`config.mk`:
```
export PLATFORM = sky130hd
export DESIGN_NAME = hazard_stall_ctrl
export DESIGN_NICKNAME = d
export VERILOG_FILES = /design/src/rtl/hazard_pkg.sv /design/src/rtl/hazard_match.sv /design/src/rtl/hazard_stall_ctrl.sv
export SDC_FILE = /design/constraint.sdc
export NUM_CORES = 1
export LEC_CHECK = 0
export CORE_UTILIZATION = 33
export CTS_CLUSTER_SIZE = 8
export DETAILED_ROUTE_END_ITERATION = 12
export PLACE_DENSITY = 0.84
export SYNTH_ARGS = -nofsm -noshare
export SYNTH_HDL_FRONTEND = slang
export SYNTH_HIERARCHICAL = 1
export SYNTH_SLANG_ARGS = --single-unit
```
`constraint.sdc`:
```
create_clock -name clk -period 2.57 [get_ports clk]
set_input_delay 0.257 -clock clk [delete_from_list [all_inputs] [get_ports clk]]
set_output_delay 0.257 -clock clk [all_outputs]
set_load 0.005 [all_outputs]
```
`src/rtl/hazard_pkg.sv`:
```
// Shared types and constants for the pipeline hazard unit and its helpers.
package hazard_pkg;

   typedef enum logic {RUN, LDSTALL} hz_state_t;

   localparam int unsigned REG_ADDR_W_DEF = 3;

   // Encoding the pipeline registers load when told to bubble or flush.
   localparam logic [15:0] NOP_INSTR = 16'h0000;

endpackage

```
`src/rtl/hazard_match.sv`:
```
// Pure combinational load-use comparator; also usable by the forwarding unit.
module hazard_match
   import hazard_pkg::*;
#(
   parameter int unsigned REG_ADDR_W = REG_ADDR_W_DEF
) (
   input  logic [REG_ADDR_W-1:0] id_rs1,
   input  logic [REG_ADDR_W-1:0] id_rs2,
   input  logic                  id_uses_rs1,
   input  logic                  id_uses_rs2,
   input  logic                  ex_valid,
   input  logic                  ex_is_load,
   input  logic [REG_ADDR_W-1:0] ex_rd,
   output logic                  lu_hit
);

   logic rs1_match;
   logic rs2_match;

   // Register 0 is an ordinary register here, so no zero-suppression.
   assign rs1_match = id_uses_rs1 && (id_rs1 == ex_rd);
   assign rs2_match = id_uses_rs2 && (id_rs2 == ex_rd);
   assign lu_hit    = ex_valid && ex_is_load && (rs1_match || rs2_match);

endmodule

```
`src/rtl/hazard_stall_ctrl.sv`:
```
// Central stall/bubble/flush controller for the 16-bit pipeline.
// Define HAZARD_PERF_CNT_EN to build the saturating stall/flush perf counters.
module hazard_stall_ctrl
   import hazard_pkg::*;
#(
   parameter int unsigned REG_ADDR_W = REG_ADDR_W_DEF,
   parameter int unsigned LOAD_LAT   = 1,
   parameter int unsigned CNT_W      = 3
) (
   input  logic                  clk,
   input  logic                  reset,
   input  logic [REG_ADDR_W-1:0] id_rs1,
   input  logic [REG_ADDR_W-1:0] id_rs2,
   input  logic                  id_uses_rs1,
   input  logic                  id_uses_rs2,
   input  logic                  ex_valid,
   input  logic                  ex_is_load,
   input  logic [REG_ADDR_W-1:0] ex_rd,
   input  logic                  branch_taken,
   input  logic                  mem_busy,
   output logic                  stall_front,
   output logic                  stall_back,
   output logic                  bubble_ex,
   output logic                  flush_id,
   output logic                  lu_active,
   output logic [15:0]           perf_stall_cycles,
   output logic [15:0]           perf_flushes
);

   localparam logic [CNT_W-1:0] CNT_INIT = CNT_W'(LOAD_LAT - 1);
   localparam logic [CNT_W-1:0] CNT_ONE  = CNT_W'(1);

   hz_state_t        state_q, state_d;
   logic [CNT_W-1:0] cnt_q, cnt_d;
   logic             lu_hit;

   hazard_match #(
      .REG_ADDR_W (REG_ADDR_W)
   ) u_match (
      .id_rs1      (id_rs1),
      .id_rs2      (id_rs2),
      .id_uses_rs1 (id_uses_rs1),
      .id_uses_rs2 (id_uses_rs2),
      .ex_valid    (ex_valid),
      .ex_is_load  (ex_is_load),
      .ex_rd       (ex_rd),
      .lu_hit      (lu_hit)
   );

   // Controls decode combinationally so a register freezes in the hazard cycle.
   always_comb begin
      stall_front = 1'b0;
      stall_back  = 1'b0;
      bubble_ex   = 1'b0;
      flush_id    = 1'b0;
      state_d     = state_q;
      cnt_d       = cnt_q;
      if (reset) begin
         state_d = RUN;
         cnt_d   = '0;
      end else if (mem_busy) begin
         stall_front = 1'b1;
         stall_back  = 1'b1;
      end else if (branch_taken) begin
         flush_id  = 1'b1;
         bubble_ex = 1'b1;
         state_d   = RUN;
         cnt_d     = '0;
      end else if (state_q == LDSTALL) begin
         stall_front = 1'b1;
         bubble_ex   = 1'b1;
         cnt_d       = cnt_q - CNT_ONE;
         if (cnt_q == CNT_ONE) state_d = RUN;
      end else if (lu_hit) begin
         stall_front = 1'b1;
         bubble_ex   = 1'b1;
         if (LOAD_LAT > 1) begin
            state_d = LDSTALL;
            cnt_d   = CNT_INIT;
         end
      end
   end

   always_ff @(posedge clk) begin
      if (reset) begin
         state_q <= RUN;
         cnt_q   <= '0;
      end else begin
         state_q <= state_d;
         cnt_q   <= cnt_d;
      end
   end

   assign lu_active = (state_q == LDSTALL) && !reset;

`ifdef HAZARD_PERF_CNT_EN
   logic [15:0] stall_cnt_q;
   logic [15:0] flush_cnt_q;

   // Both counters saturate rather than wrap.
   always_ff @(posedge clk) begin
      if (reset) begin
         stall_cnt_q <= '0;
         flush_cnt_q <= '0;
      end else begin
         if (stall_front && (stall_cnt_q != '1)) stall_cnt_q <= stall_cnt_q + 16'd1;
         if (flush_id && (flush_cnt_q != '1))    flush_cnt_q <= flush_cnt_q + 16'd1;
      end
   end

   assign perf_stall_cycles = stall_cnt_q;
   assign perf_flushes      = flush_cnt_q;
`else
   assign perf_stall_cycles = '0;
   assign perf_flushes      = '0;
`endif

endmodule

```
==> impl.org, run 1 <==
** Drt
- The first detailed-routing pass ran for 3 iterations.
- Across all layers, the routed design uses ~460 vias.
- After detailed routing, the total wire length is about 1100 um.
- After detailed routing, the number of remaining DRC violations is 0.
- Detail-routed net length per standard cell :: between 8 and 9 um
- Using the TritonRoute via totals, the vias-per-cell ratio works out to 3.779.
- Antenna violation net count after detailed routing :: 0
- After the first detailed-routing iteration, the DRC count stood at 4.

** Final layout
- Fraction of layout instances using a drive strength above 1 :: roughly 7.2%
- Number of antenna cells inserted :: 0
- Final-stage net count :: roughly 120
- Area growth syn-to-layout :: 19.38%

** Floorplanning
- Once the floorplan was initialized, standard cells occupied between 30% and 40% of the core.
- The floorplan has 15 rows.
- For this design the top-level I/O count stands at 54.
- The die covers a little over 0.002 mm^2.
- The floorplan step defined a core boundary enclosing between 0.0015 and 0.002 mm^2.
- In this run the vertical extent of the chip is roughly 45 um.
- The die is approximately 45 um wide.

** Global route
- The via count of the first global-routing pass was 411.
- Maximum number of pins on one net before global-route repair :: 10
- The number of antenna violations at the first check in global routing was 0.
- The first global-routing pass estimated 1759 um of wire.
- Total grt overflow :: 0
- Global routing consumed, over all layers together, between 10% and 20% of the routing resources.

** CTS
- Clock-pin slew was measured on the worst setup and hold paths at ~0.03 ns.
- Number of buffers inserted during clock tree synthesis :: 3
- Once the clock tree was built, the resizer swapped 0 gates to a different size.
- The number of hold buffers added after CTS was 0.
- The tree is rooted in a sky130_fd_sc_hd__clkbuf_4.
- The clock passes through at most 2 buffers.
- In this run the number of H-tree levels came out at 1.
- TritonCTS built the clock tree.
- Post-CTS timing repair inserted 0 buffers for setup.
- Clock sink total :: 4
- Worst-Skew Late Latency :: 0.23 ns

** Synthesis
- After synthesis, the share of cell area in mux cells is 0%.
- Total number of yosys warnings :: 6
- Fraction of the mapped netlist area in simple logic gates :: about 17%
- Summing the areas of all compound-gate instances in the mapped netlist gives 10.31% of the synthesized area.
- Of the total synthesized cell area, the portion taken by XOR and XNOR cells is a little under 9%.
- Per-instance average area after synthesis :: approximately 8 um^2
- The mapped netlist covers 606.8 um^2.
- Counting flops and latches in the post-synthesis netlist gives 4.
- By area, the combinational part of the netlist is dominated by buffers and inverters.
- In this run, distinct cell masters in the synthesized netlist total 23.
- The top cell type by area accounts for about 40% of the synthesized area.
- Largest area contributor in the synthesized netlist :: sky130_fd_sc_hd__buf_4
- Largest cells by area after synthesis :: sky130_fd_sc_hd__buf_4 41%, sky130_fd_sc_hd__dfxtp_1 13%, sky130_fd_sc_hd__xnor2_1 8.7%
- Sequential elements use about an eighth of the synthesized area.
- Counting every instance in the synthesized netlist gives 77.
- Adder-cell share of the synthesized area :: under 10%

** Timing
- Hold Fails Final Rpt :: 0
- Max-slew violation count :: 0
- Fmax achieved :: roughly 440 MHz
- Setup repair after global routing left no endpoint under its margin.
- Worst-case setup margin in the final layout :: between 0.3 and 0.4 ns
- For the final routed database, the setup TNS stands at 0 ns.
- Post-route clock period utilization :: about nine tenths
- Clock skew after layout :: about 0.003 ns
- Setup-violating endpoint count in the final report :: 0
- The worst path in the final design needs a cycle of 2.270 ns, including I/O delays and setup.

** Critical path
- The critical path is of the in -> out type.
- Critical Path Start Type :: input port
- Walking the worst path, the cells encountered are clkdlybuf4s50_1 -> xnor2_1 -> nand4_1 -> a21oi_1 -> o21bai_1 -> a21oi_1 -> clkdlybuf4s50_1.
- Critical Path Fanout Max :: 2
- Crit. End Element :: primary output
- At the worst endpoint, the arrival time is approximately 2 ns.
- For flop-to-flop paths, the worst setup slack is about 1.4 ns.
- For this design, the slowest cell found on the critical path is sky130_fd_sc_hd__clkdlybuf4s50_1.
- Required time of the worst setup path :: ~2.3 ns
- Buf+Inv Stages, Crit Path :: 2
- The kind of cell with the highest combined delay along the critical path is buffers and inverters.
- Peak per-stage delay on the critical path :: around 0.54 ns

** Power
- Total power per unit cell area :: around 290 mW/mm^2
- In this run the static leakage power is about 0.3 nW.
- The completed layout was analyzed and its total power is 0.0002067 W.
- Worst supply voltage drop on vdd :: between 0.15 and 0.2 mV

** Worst hold path
- In this run the worst hold path is classified as reg -> reg.

** Placement
- Count of input and output buffers :: 21
- DP HPWL :: just over 900 um
- Routability-driven placement finished with a final weighted congestion of a little under 0.7.
- At the placement stage, the worst setup path has a slack of between 0.2 and 0.3 ns.

** Run status
- Status :: finished, final reports clean

** Run
- Count of maximum capacitance violations :: 0
==> tightest hold or removal path, cell delays in order, from the launching register on <==
cell	delay (ns)
sky130_fd_sc_hd__dfxtp_1	0.33
sky130_fd_sc_hd__a21oi_1	0.06
sky130_fd_sc_hd__nor2_1	0.08
==> cells in the mapped netlist (all sizes together) <==
cell / n
buf: 34
a21oi: 7
xnor2: 6
dfxtp: 4
inv: 4
nor2: 3
nor3: 3
ha: 2
nand4: 2
nor4b: 2
o21bai: 2
clkbuf: 1
conb: 1
nand2: 1
nand3: 1
nor2b: 1
nor3b: 1
o21a: 1
o21ai: 1
==> sequential cells by signal, indices dropped and copies added, names as in the netlist <==
| name | count |
|---|---|
| cnt_q | 3 |
| state_q | 1 |
==> power by group <==
part           internal (W)  switching (W)  leakage [nW]
logic             0.0000361      0.0000315         0.257
registers         0.0000624              0        0.0322
clock network     0.0000522      0.0000245        0.0138
total              0.000151      0.0000560         0.303
==> per-stage QoR <==
stage	hold slack (ns)	util [%]	area [um^2]	cells
after floorplan	0.4570	-	723.2	108
after global placement	0.4721	40.65	701.9	119
after detailed placement	0.5043	40.65	701.9	119
after CTS	0.5124	41.96	724.4	122
after global routing	0.5754	41.96	724.4	122
final	0.5067	41.96	724.4	122
==> kinds of logic after synthesis <==
logic type / Yosys count
AOI/OAI and AO/OA: 11
xor gates and xnor gates: 6
adders and majority gates: 2
buffers and inverters: 39
DFF: 4
other: 1
and+or+nand+nor: 14
==> cells in the final DEF (no fill, tap or decap), drive strengths merged <==
| cell type | Yosys | layout |
|---|---|---|
| o21ai | 1 | 1 |
| nor2b | 1 | 1 |
| xnor2 | 6 | 6 |
| nor4b | 2 | 2 |
| nor3 | 3 | 3 |
| nand4 | 2 | 2 |
| nand2 | 1 | 1 |
| inv | 4 | 4 |
| a21oi | 7 | 7 |
| o21a | 1 | 1 |
| clkbuf | 1 | 3 |
| o21bai | 2 | 2 |
| dfxtp | 4 | 4 |
| clkdlybuf4s50 | 0 | 21 |
| nor2 | 3 | 3 |
| ha | 2 | 2 |
| nand3 | 1 | 1 |
| nor3b | 1 | 1 |
| conb | 1 | 32 |
==> layout make-up <==
type	instances	area (um^2)
tap	25	31.28
fill	192	1002
inverter	4	15.01
timing repair buffer	21	210.2
clock buffer	3	22.52
sequential	4	80.08
multi-input combinational	65	365.4
==> path summary, 6_finish.rpt <==
path                                       startpoint               endpoint  cells past startpoint
worst max-delay path                         ex_rd[2]            stall_front                      7
worst min-delay path            cnt_q[1]$_SDFFE_PP0P_  cnt_q[1]$_SDFFE_PP0P_                      2
worst max register to register  cnt_q[0]$_SDFFE_PP0P_  cnt_q[1]$_SDFFE_PP0P_                      5
worst min register to register  cnt_q[1]$_SDFFE_PP0P_  cnt_q[1]$_SDFFE_PP0P_                      2
==> per-layer routing <==
metal / GRT usage, % / vias to the layer above / share of wire (%)
met5: 0 / - / 0
met4: 1.818 / 0 / 0
met3: 4.800 / 0 / 7.7
met2: 22.65 / 27 / 55
met1: 12.62 / 208 / 37
li1: - / 226 / -
No activity file was read; power rests on OpenSTA's default activity.
==> inputs of run 2 (changes only) <==
--- a/config.mk
+++ b/config.mk
@@ -5,11 +5,14 @@
 export SDC_FILE = /design/constraint.sdc
 export NUM_CORES = 1
 export LEC_CHECK = 0
-export CORE_UTILIZATION = 33
+export ABC_AREA = 1
+export CAP_MARGIN = 15
+export CORE_UTILIZATION = 34
 export CTS_CLUSTER_SIZE = 8
 export DETAILED_ROUTE_END_ITERATION = 12
-export PLACE_DENSITY = 0.84
+export PLACE_DENSITY = 0.83
 export SYNTH_ARGS = -nofsm -noshare
 export SYNTH_HDL_FRONTEND = slang
 export SYNTH_HIERARCHICAL = 1
 export SYNTH_SLANG_ARGS = --single-unit
+export TNS_END_PERCENT = 100
==> run 2 against run 1 <==
Area after synthesis rose by 7.8%; critical endpoint is now bubble_ex; die area grew 4.5%; combinational power rose by 31%; global-route usage is 0.57 points lower; utilization increased by 3.1 points; final area rose by 9.7%; final cell count increased by 30%; non-clock buffer count unchanged.
==> impl.org, run 2 <==
** Placement
- Dpl cells :: 155 (+30%)
- The post-place setup slack came to 0.3897 ns (+0.1080 ns).
- The global placement routability congestion was 0.7786 (+14%).
- DP HPWL :: 966.3 um (+4.8%)
- The number of buffers added on ports came to 21 (unchanged).

** Synthesis
- Largest cells by area after synthesis :: sky130_fd_sc_hd__buf_4 37%, sky130_fd_sc_hd__nand2_1 18%, sky130_fd_sc_hd__dfxtp_1 12%
- The count of mapped cells out of synthesis is 110 (+43%).
- Synthesized cell area :: 654.4 um^2 (+7.8%)
- In the synthesized netlist the dominant register cell turns out to be sky130_fd_sc_hd__dfxtp_1.
- Per-instance average area after synthesis :: 5.949 um^2 (-25%)
- Of all cell types, the one taking the most synthesized area is sky130_fd_sc_hd__buf_4.
- The distinct cell type count after synthesis came to 14 (-39%).
- Total number of yosys warnings :: 6 (unchanged)
- Share of the synthesized area in the top cell type :: 36.71% (-4.1 points)
- The share of synthesized registers carrying an async set or reset is 0% (unchanged).
- The number of synthesized register bits was 4 (unchanged).
- Sorting the synthesized cells by how often they occur yields 32 x sky130_fd_sc_hd__buf_4, 31 x sky130_fd_sc_hd__nand2_1, 14 x sky130_fd_sc_hd__inv_1.
- By instance count, the leading cell after synthesis is sky130_fd_sc_hd__buf_4.
- The number of flops mapped to enable cells by yosys came to 0 (unchanged).
- Sequential share of the synthesized area :: 12.24% (-0.96 points)

** Timing
- The final-report hold violation count is 0 (unchanged).
- The max-slew violation count came to 0 (unchanged).
- The clock tree skew after final layout came to 0.001019 ns (-0.001973 ns).
- Setup-violating endpoint count in the final report :: 0 (unchanged)
- Worst-case setup margin in the final layout :: 0.3782 ns (+0.07794 ns)
- Setup repair after global routing left no endpoint under its margin.
- Post-route clock period utilization :: 85.28% (-3.0 points)
- Minimum clock period :: 2.192 ns (-0.07794 ns)
- TNS Setup :: 0 ns (unchanged)
- The highest achievable clock rate is 456.2 MHz (+3.6%).

** Run status
- The run finished with clean final reports.

** Final layout
- The flip-flop count of the largest register, all copies and words added is 3 (unchanged).
- Biggest regs :: cnt_q: 3 flops, state_q: 1 flops
- Combined area of the multi-input logic cells :: 386.6 um^2 (+5.8%)
- The final net count came to 154 (+31%).
- Area growth syn-to-layout :: 21.41%
- Leaving out fill and tap cells, the most frequent cell in the layout is sky130_fd_sc_hd__conb_1.
- Non-filler instance count after layout :: 158 (+30%)
- The register with the most flip-flops in the final layout is cnt_q.
- Fillers :: 173 (-9.9%)
- Sequential cell area :: 80.08 um^2 (unchanged)
- The count of inserted antenna diode cells was 0 (unchanged).
- Highest-count cells in the layout ignoring fill and taps :: 32 x sky130_fd_sc_hd__conb_1, 31 x sky130_fd_sc_hd__nand2_1, 21 x sky130_fd_sc_hd__clkdlybuf4s50_1
- The fraction of final layout cells sized beyond drive strength 1 came to 8.271% (+1.1 points).

** Critical path
- Number of cells on the worst reg-to-reg path :: 5 (unchanged)
- CP delay by family, top :: buffers and inverters
- The critical path goes through clkdlybuf4s50_1 -> inv_1 -> nand2_1 -> nand2_1 -> nor2_1 -> nand2_1 -> a21oi_2 -> nor2_1 -> a21oi_1 -> clkdlybuf4s50_1.
- Crit. End Element :: primary output
- The logic depth of the worst path, buffers included came to 10 (+3).
- Slowest cell on crit path :: sky130_fd_sc_hd__clkdlybuf4s50_1
- The longest individual stage delay on the worst path came to 0.52 ns (-0.02 ns).
- Critical setup path kind :: in -> out
- Critical path's most frequent cell :: sky130_fd_sc_hd__nand2_1
- Critical Path Fanout Max :: 4 (+2)
- The critical path data required time came to 2.31 ns (about the same).
- The worst path arrival time came to 1.93 ns (-0.08 ns).
- The combined buffer and inverter count along the critical path was 3 (+1).
- Critical Path Start Type :: input port

** Run
- Count of maximum capacitance violations :: 0 (unchanged)

** Global route
- Global routing usage on met2 :: 21.41% (-1.2 points)
- Met3 routing resource usage after global routing :: 2.381% (-2.4 points)
- The global-route wire length before repair came to 1725 um (-1.9%).
- Number of antenna violations at the first check in global routing :: 0 (unchanged)
- The via count of the first global-routing pass is 472 (+15%).
- Total global-route track usage :: 11.41% (-0.57 points)
- Total grt overflow :: 0 (unchanged)
- Routing layer with the top usage in global route :: met2
- Met1 track demand over resource in global routing :: 11.08% (-1.5 points)
- Maximum number of pins on one net before global-route repair :: 9 (-1)

** Drt
- Number of vias per cell after detailed routing :: 3.766 (-0.34%)
- The number of antenna-violating nets in the routed design was 0 (unchanged).
- The final wirelength is 1087 um (+2.3%).
- The number of vias in the routed layout came to 595 (+29%).
- The number of optimization iterations in the first detailed-route pass was 4 (+1).
- Drt drc :: 0 (unchanged)
- The number of DRC markers after the initial detailed-route iteration is 10 (+6).
- Detail-routed net length per standard cell :: 6.880 um (-21%)

** CTS
- Post-CTS Hold Fix Bufs :: 0 (unchanged)
- The deepest level of the CTS H-tree is 1 (unchanged).
- The clock latency reported for the late side of the worst-skew pair is 0.23 ns (about the same).
- The number of sinks on the clock net is 4 (unchanged).
- Cell chosen for the clock root :: sky130_fd_sc_hd__clkbuf_4
- The clock buffer count from CTS was 3 (unchanged).
- The post-cts resize count was 0 (unchanged).
- TritonCTS built the clock tree.
- The maximum clock path buffer count came to 2 (unchanged).
- Post-CTS repair timing setup buffer count :: 0 (unchanged)
- Clk pin slew, worst setup/hold paths :: 0.03 ns (about the same)

** Floorplanning
- The initial cell density of the core was 37.09% (+1.9 points).
- Row cnt :: 15 (unchanged)
- The number of primary I/O pins came to 54 (unchanged).
- The area of the core was 0.001764 mm^2 (+2.2%).
- The total die area was 0.002104 mm^2 (+4.5%).
- Width of the die :: 45.87 um (+2.2%)
- The vertical die dimension is 45.87 um (+2.2%).

** Worst hold path
- The instance count along the most critical hold path is 2 (unchanged).
- Hold Path Class :: reg -> reg

** Power
- The highest ir drop seen on vdd came to 0.1503 mV (-2.8%).
- The leakage power is 0.4434 nW (+47%).
- The overall power consumption is 0.0002312 W (+12%).
- Total power per unit cell area :: 291.0 mW/mm^2 (+2.0%)
-- run 2: cell types whose count changed after synthesis, moves of 3 or more --
| cell | delta |
|---|---|
| sky130_fd_sc_hd__nor2_1 | +8 |
| sky130_fd_sc_hd__inv_1 | +11 |
| sky130_fd_sc_hd__nand2_1 | +30 |
| sky130_fd_sc_hd__xnor2_1 | -6 |
| sky130_fd_sc_hd__a21oi_1 | -3 |
-- run 2: report_power, final --
group          switching (W)  total (W)  internal [W]  leakage, nW
Sequential        0.00000230  0.0000687     0.0000664       0.0328
Combinational      0.0000461  0.0000885     0.0000424        0.397
Clock              0.0000220  0.0000740     0.0000520       0.0138
-- run 2: kinds of logic (layout without fill, tap and decap cells) --
kind of cell | count (synthesis) | count (layout) | share of synthesized area (%)
compound gates | 9 | 9 | 8.031
fa+ha+maj | 2 | 2 | 3.823
buf+inv | 49 | 41 | 46.46
flops | 4 | 4 | 12.24
other cells | 1 | 32 | 0.5731
simple gates | 45 | 45 | 28.87
-- run 2: metrics by stage --
| step | cell area (um^2) | hold WS, ns | utilization, % |
|---|---|---|---|
| 5_1_grt | 794.5 | 0.4864 | 45.04 |
| 3_3_place_gp | 772.0 | 0.4568 | 43.76 |
| 4_1_cts | 794.5 | 0.4698 | 45.04 |
| 6_report | 794.5 | 0.4675 | 45.04 |
| 3_5_place_dp | 772.0 | 0.4650 | 43.76 |
| 2_1_floorplan | 770.7 | 0.3194 | - |
-- run 2: worst paths after layout --
check / endpoint / startpoint / slack [ns]
max reg2reg: cnt_q[1]$_SDFFE_PP0P_ / cnt_q[0]$_SDFFE_PP0P_ / 1.46
min reg2reg: cnt_q[1]$_SDFFE_PP0P_ / cnt_q[1]$_SDFFE_PP0P_ / 0.47
max: bubble_ex / ex_rd[1] / 0.38
min: cnt_q[1]$_SDFFE_PP0P_ / cnt_q[1]$_SDFFE_PP0P_ / 0.47
-- run 2: worst min-delay path: cells and delay by family (launching register included) --
family / cells / cell delay (ns)
and+or+nand+nor: 1 / 0.07
DFF: 1 / 0.30
AOI/OAI and AO/OA: 1 / 0.05
-- run 2: layout make-up --
cell class | instances | share of cell area [%]
clock buffer | 3 | 2.835
multi-input combinational | 88 | 48.66
timing repair buffer | 21 | 26.46
sequential | 4 | 10.08
inverter | 17 | 8.031
tap | 25 | 3.937
-- run 2: per-layer routing --
metal / wire (um) / vias up
met5: 0 / -
met4: 0 / 0
met3: 54 / 0
met2: 597 / 27
met1: 434 / 259
li1: - / 309
==> inputs of run 3 (changes only) <==
--- a/config.mk
+++ b/config.mk
@@ -7,10 +7,11 @@
 export LEC_CHECK = 0
 export ABC_AREA = 1
 export CAP_MARGIN = 15
+export CORE_MARGIN = 2
 export CORE_UTILIZATION = 34
 export CTS_CLUSTER_SIZE = 8
 export DETAILED_ROUTE_END_ITERATION = 12
-export PLACE_DENSITY = 0.83
+export PLACE_DENSITY = 0.89
 export SYNTH_ARGS = -nofsm -noshare
 export SYNTH_HDL_FRONTEND = slang
 export SYNTH_HIERARCHICAL = 1
==> run 3 against run 2 <==
Die area rose by 8.9%; via count down 4.2%; worst setup slack got worse by 0.042 ns; clock power is 2% higher; sequential share of layout area did not move; largest cell class unchanged.
==> impl.org, run 3 (synthesis gave the netlist of run 2 again) <==
** Run status
- The run finished with clean final reports.

** Final layout
- The library cell used most frequently in the layout, excluding fill and tap cells, is sky130_fd_sc_hd__conb_1.
- The fraction of final layout cells sized beyond drive strength 1 is 8.271% (unchanged).
- Number of flip-flops in the largest register :: 3 (unchanged)
- Number of antenna cells inserted :: 0 (unchanged)
- The area growth from synthesis to final layout was 21.41% (unchanged).
- Final-stage net count :: 154 (unchanged)
- The largest registers in the layout are cnt_q: 3 flops, state_q: 1 flops.
- The register area is 80.08 um^2 (unchanged).
- Fillers :: 197 (+14%)
- Combined area of the multi-input logic cells :: 386.6 um^2 (unchanged)
- Highest-count cells in the layout ignoring fill and taps :: 32 x sky130_fd_sc_hd__conb_1, 31 x sky130_fd_sc_hd__nand2_1, 21 x sky130_fd_sc_hd__clkdlybuf4s50_1
- cnt_q holds more flip-flops than any other register.

** Global route
- The global-route wire length before repair was 1856 um (+7.6%).
- The global-route congestion overflow total is 0 (unchanged).
- The number of antenna violations at the first check in global routing came to 0 (unchanged).
- The combined global-route utilization of all metal layers is 11.57% (+0.16 points).
- Number of global-route vias before repair :: 486 (+3.0%)
- Maximum number of pins on one net before global-route repair :: 9 (unchanged)

** CTS
- Cell chosen for the clock root :: sky130_fd_sc_hd__clkbuf_4
- TritonCTS built the clock tree.
- The post-cts resize count is 0 (unchanged).
- The clock latency reported for the late side of the worst-skew pair came to 0.23 ns (about the same).
- The clock buffer count from CTS is 3 (unchanged).
- Level count of the clock H-tree :: 1 (unchanged)
- The number of sinks on the clock net was 4 (unchanged).
- The cts-stage hold buffer count came to 0 (unchanged).
- Clock Path Buffers :: 2 (unchanged)
- The number of setup buffers added after CTS is 0 (unchanged).
- The clock-pin slew on the worst setup and hold paths came to 0.03 ns (about the same).

** Drt
- Total number of vias :: 570 (-4.2%)
- Met3 wire len :: 93 um (+72%)
- The number of optimization iterations in the first detailed-route pass came to 4 (unchanged).
- The final wirelength was 1140 um (+4.9%).
- Drt drc :: 0 (unchanged)
- Signal routing reaches up to met3.
- Antenna violation net count after detailed routing :: 0 (unchanged)
- Detail-routed net length per standard cell :: 7.215 um (+4.9%)
- M1 WL :: 425 um (-2.1%)
- The number of DRC markers after the initial detailed-route iteration was 6 (-4).
- The length of routed met2 wiring was 621 um (+4.0%).
- Number of vias per cell after detailed routing :: 3.608 (-4.2%)

** Power
- Worst supply voltage drop on vdd :: 0.1701 mV (+13%)
- Standby leakage power :: 0.4434 nW (unchanged)
- Total power per unit cell area :: 292.2 mW/mm^2 (+0.40%)

** Floorplanning
- The initial cell density of the core came to 37.09% (unchanged).
- Row cnt :: 15 (unchanged)
- Width of the die :: 47.87 um (+4.4%)
- The area of the core came to 0.001764 mm^2 (unchanged).
- Die span in y :: 47.87 um (+4.4%)
- The number of primary I/O pins is 54 (unchanged).
- The total die area is 0.002292 mm^2 (+8.9%).

** Critical path
- The worst register-to-register path begins at cnt_q[0]$_SDFFE_PP0P_.
- Required time of the worst setup path :: 2.31 ns (about the same)
- Critical Path Start Type :: input port
- The path depth of the worst reg2reg path is 5 (unchanged).
- Critical setup path kind :: in -> out
- Worst setup slack for register-to-register paths :: 1.48 ns (+0.02 ns)
- The biggest fanout along the worst timing path is 4 (unchanged).
- Crit. End Element :: primary output
- The worst path arrival time came to 1.98 ns (+0.05 ns).
- Worst flop-to-flop path endpoint :: cnt_q[1]$_SDFFE_PP0P_

** Placement
- GP Congestion :: 0.7580 (-2.6%)
- The post-place setup slack is 0.3262 ns (-0.06352 ns).
- Count of input and output buffers :: 21 (unchanged)
- DP HPWL :: 1050 um (+8.7%)

** Run
- Count of maximum capacitance violations :: 0 (unchanged)

** Timing
- The final-report hold violation count is 0 (unchanged).
- The final period demand of the worst path is 2.234 ns (+0.04208 ns).
- The minimum setup slack in the final design is 0.3361 ns (-0.04208 ns).
- Setup repair after global routing left no endpoint under its margin.
- The clock tree skew after final layout was 0.002913 ns (+0.001895 ns).
- Max-slew violation count :: 0 (unchanged)
- TNS Setup :: 0 ns (unchanged)
- Post-route clock period utilization :: 86.92% (+1.6 points)
- The final number of setup-violating endpoints came to 0 (unchanged).
- The highest achievable clock rate is 447.7 MHz (-1.9%).

** Worst hold path
- For hold timing, the worst endpoint is cnt_q[1]$_SDFFE_PP0P_.
- Hold depth :: 2 (unchanged)
- The startpoint identified for the worst hold timing path is cnt_q[1]$_SDFFE_PP0P_.
- Hold Path Class :: reg -> reg
==> run 3: cell counts in the layout (fill, tap and decap cells not counted) <==
Identical to the previous run, type by type.
==> run 3: worst max-delay path: stages <==
cell and delay [ns]:
sky130_fd_sc_hd__clkdlybuf4s50_1 0.52, sky130_fd_sc_hd__inv_1 0.06, sky130_fd_sc_hd__nand2_1 0.06, sky130_fd_sc_hd__nand2_1 0.04
sky130_fd_sc_hd__nor2_1 0.12, sky130_fd_sc_hd__nand2_1 0.08, sky130_fd_sc_hd__a21oi_2 0.15, sky130_fd_sc_hd__o21ai_0 0.08
sky130_fd_sc_hd__o21ai_0 0.08, sky130_fd_sc_hd__clkdlybuf4s50_1 0.53
==> run 3: per-layer routing <==
layer  GRT usage (%)  up-vias
li1                -      310
met5               0        -
met1           12.25      232
met3           2.264        0
met2           21.07       28
met4           6.486        0
==> run 3: through the flow <==
stage,std cells,util (%),hold WS [ns],instance area [um^2],power [W]
CTS,158,45.04,0.4682,794.5,0.0002376
detailed placement,155,43.76,0.4615,772.0,0.0001575
global placement,155,43.76,0.4591,772.0,0.0001545
global route,158,45.04,0.4765,794.5,0.0002541
floorplan,141,-,0.3194,770.7,0.0001519
finish,158,45.04,0.4661,794.5,0.0002321
==> run 3: where the power goes <==
group / switching (W) / internal, W
Sequential: 0.00000211 / 0.0000664
Combinational: 0.0000460 / 0.0000423
Clock: 0.0000233 / 0.0000521
Total: 0.0000714 / 0.000161
==> run 3: area by class of cell <==
type	count	area share [%]
clock buffer	3	2.835
inverter	17	8.031
multi-input combinational	88	48.66
sequential	4	10.08
tap	25	3.937
timing repair buffer	21	26.46
==> run 3: how the worst max path moves through the flow <==
stage	start	end	slack, ns	cells past startpoint
global route	ex_rd[1]	stall_front	0.19	10
floorplan	ex_rd[2]	bubble_ex	1.48	8
global placement	ex_rd[1]	bubble_ex	0.41	10
finish	ex_rd[1]	stall_front	0.34	10
detailed placement	ex_rd[1]	bubble_ex	0.33	10
CTS	ex_rd[1]	bubble_ex	0.32	10
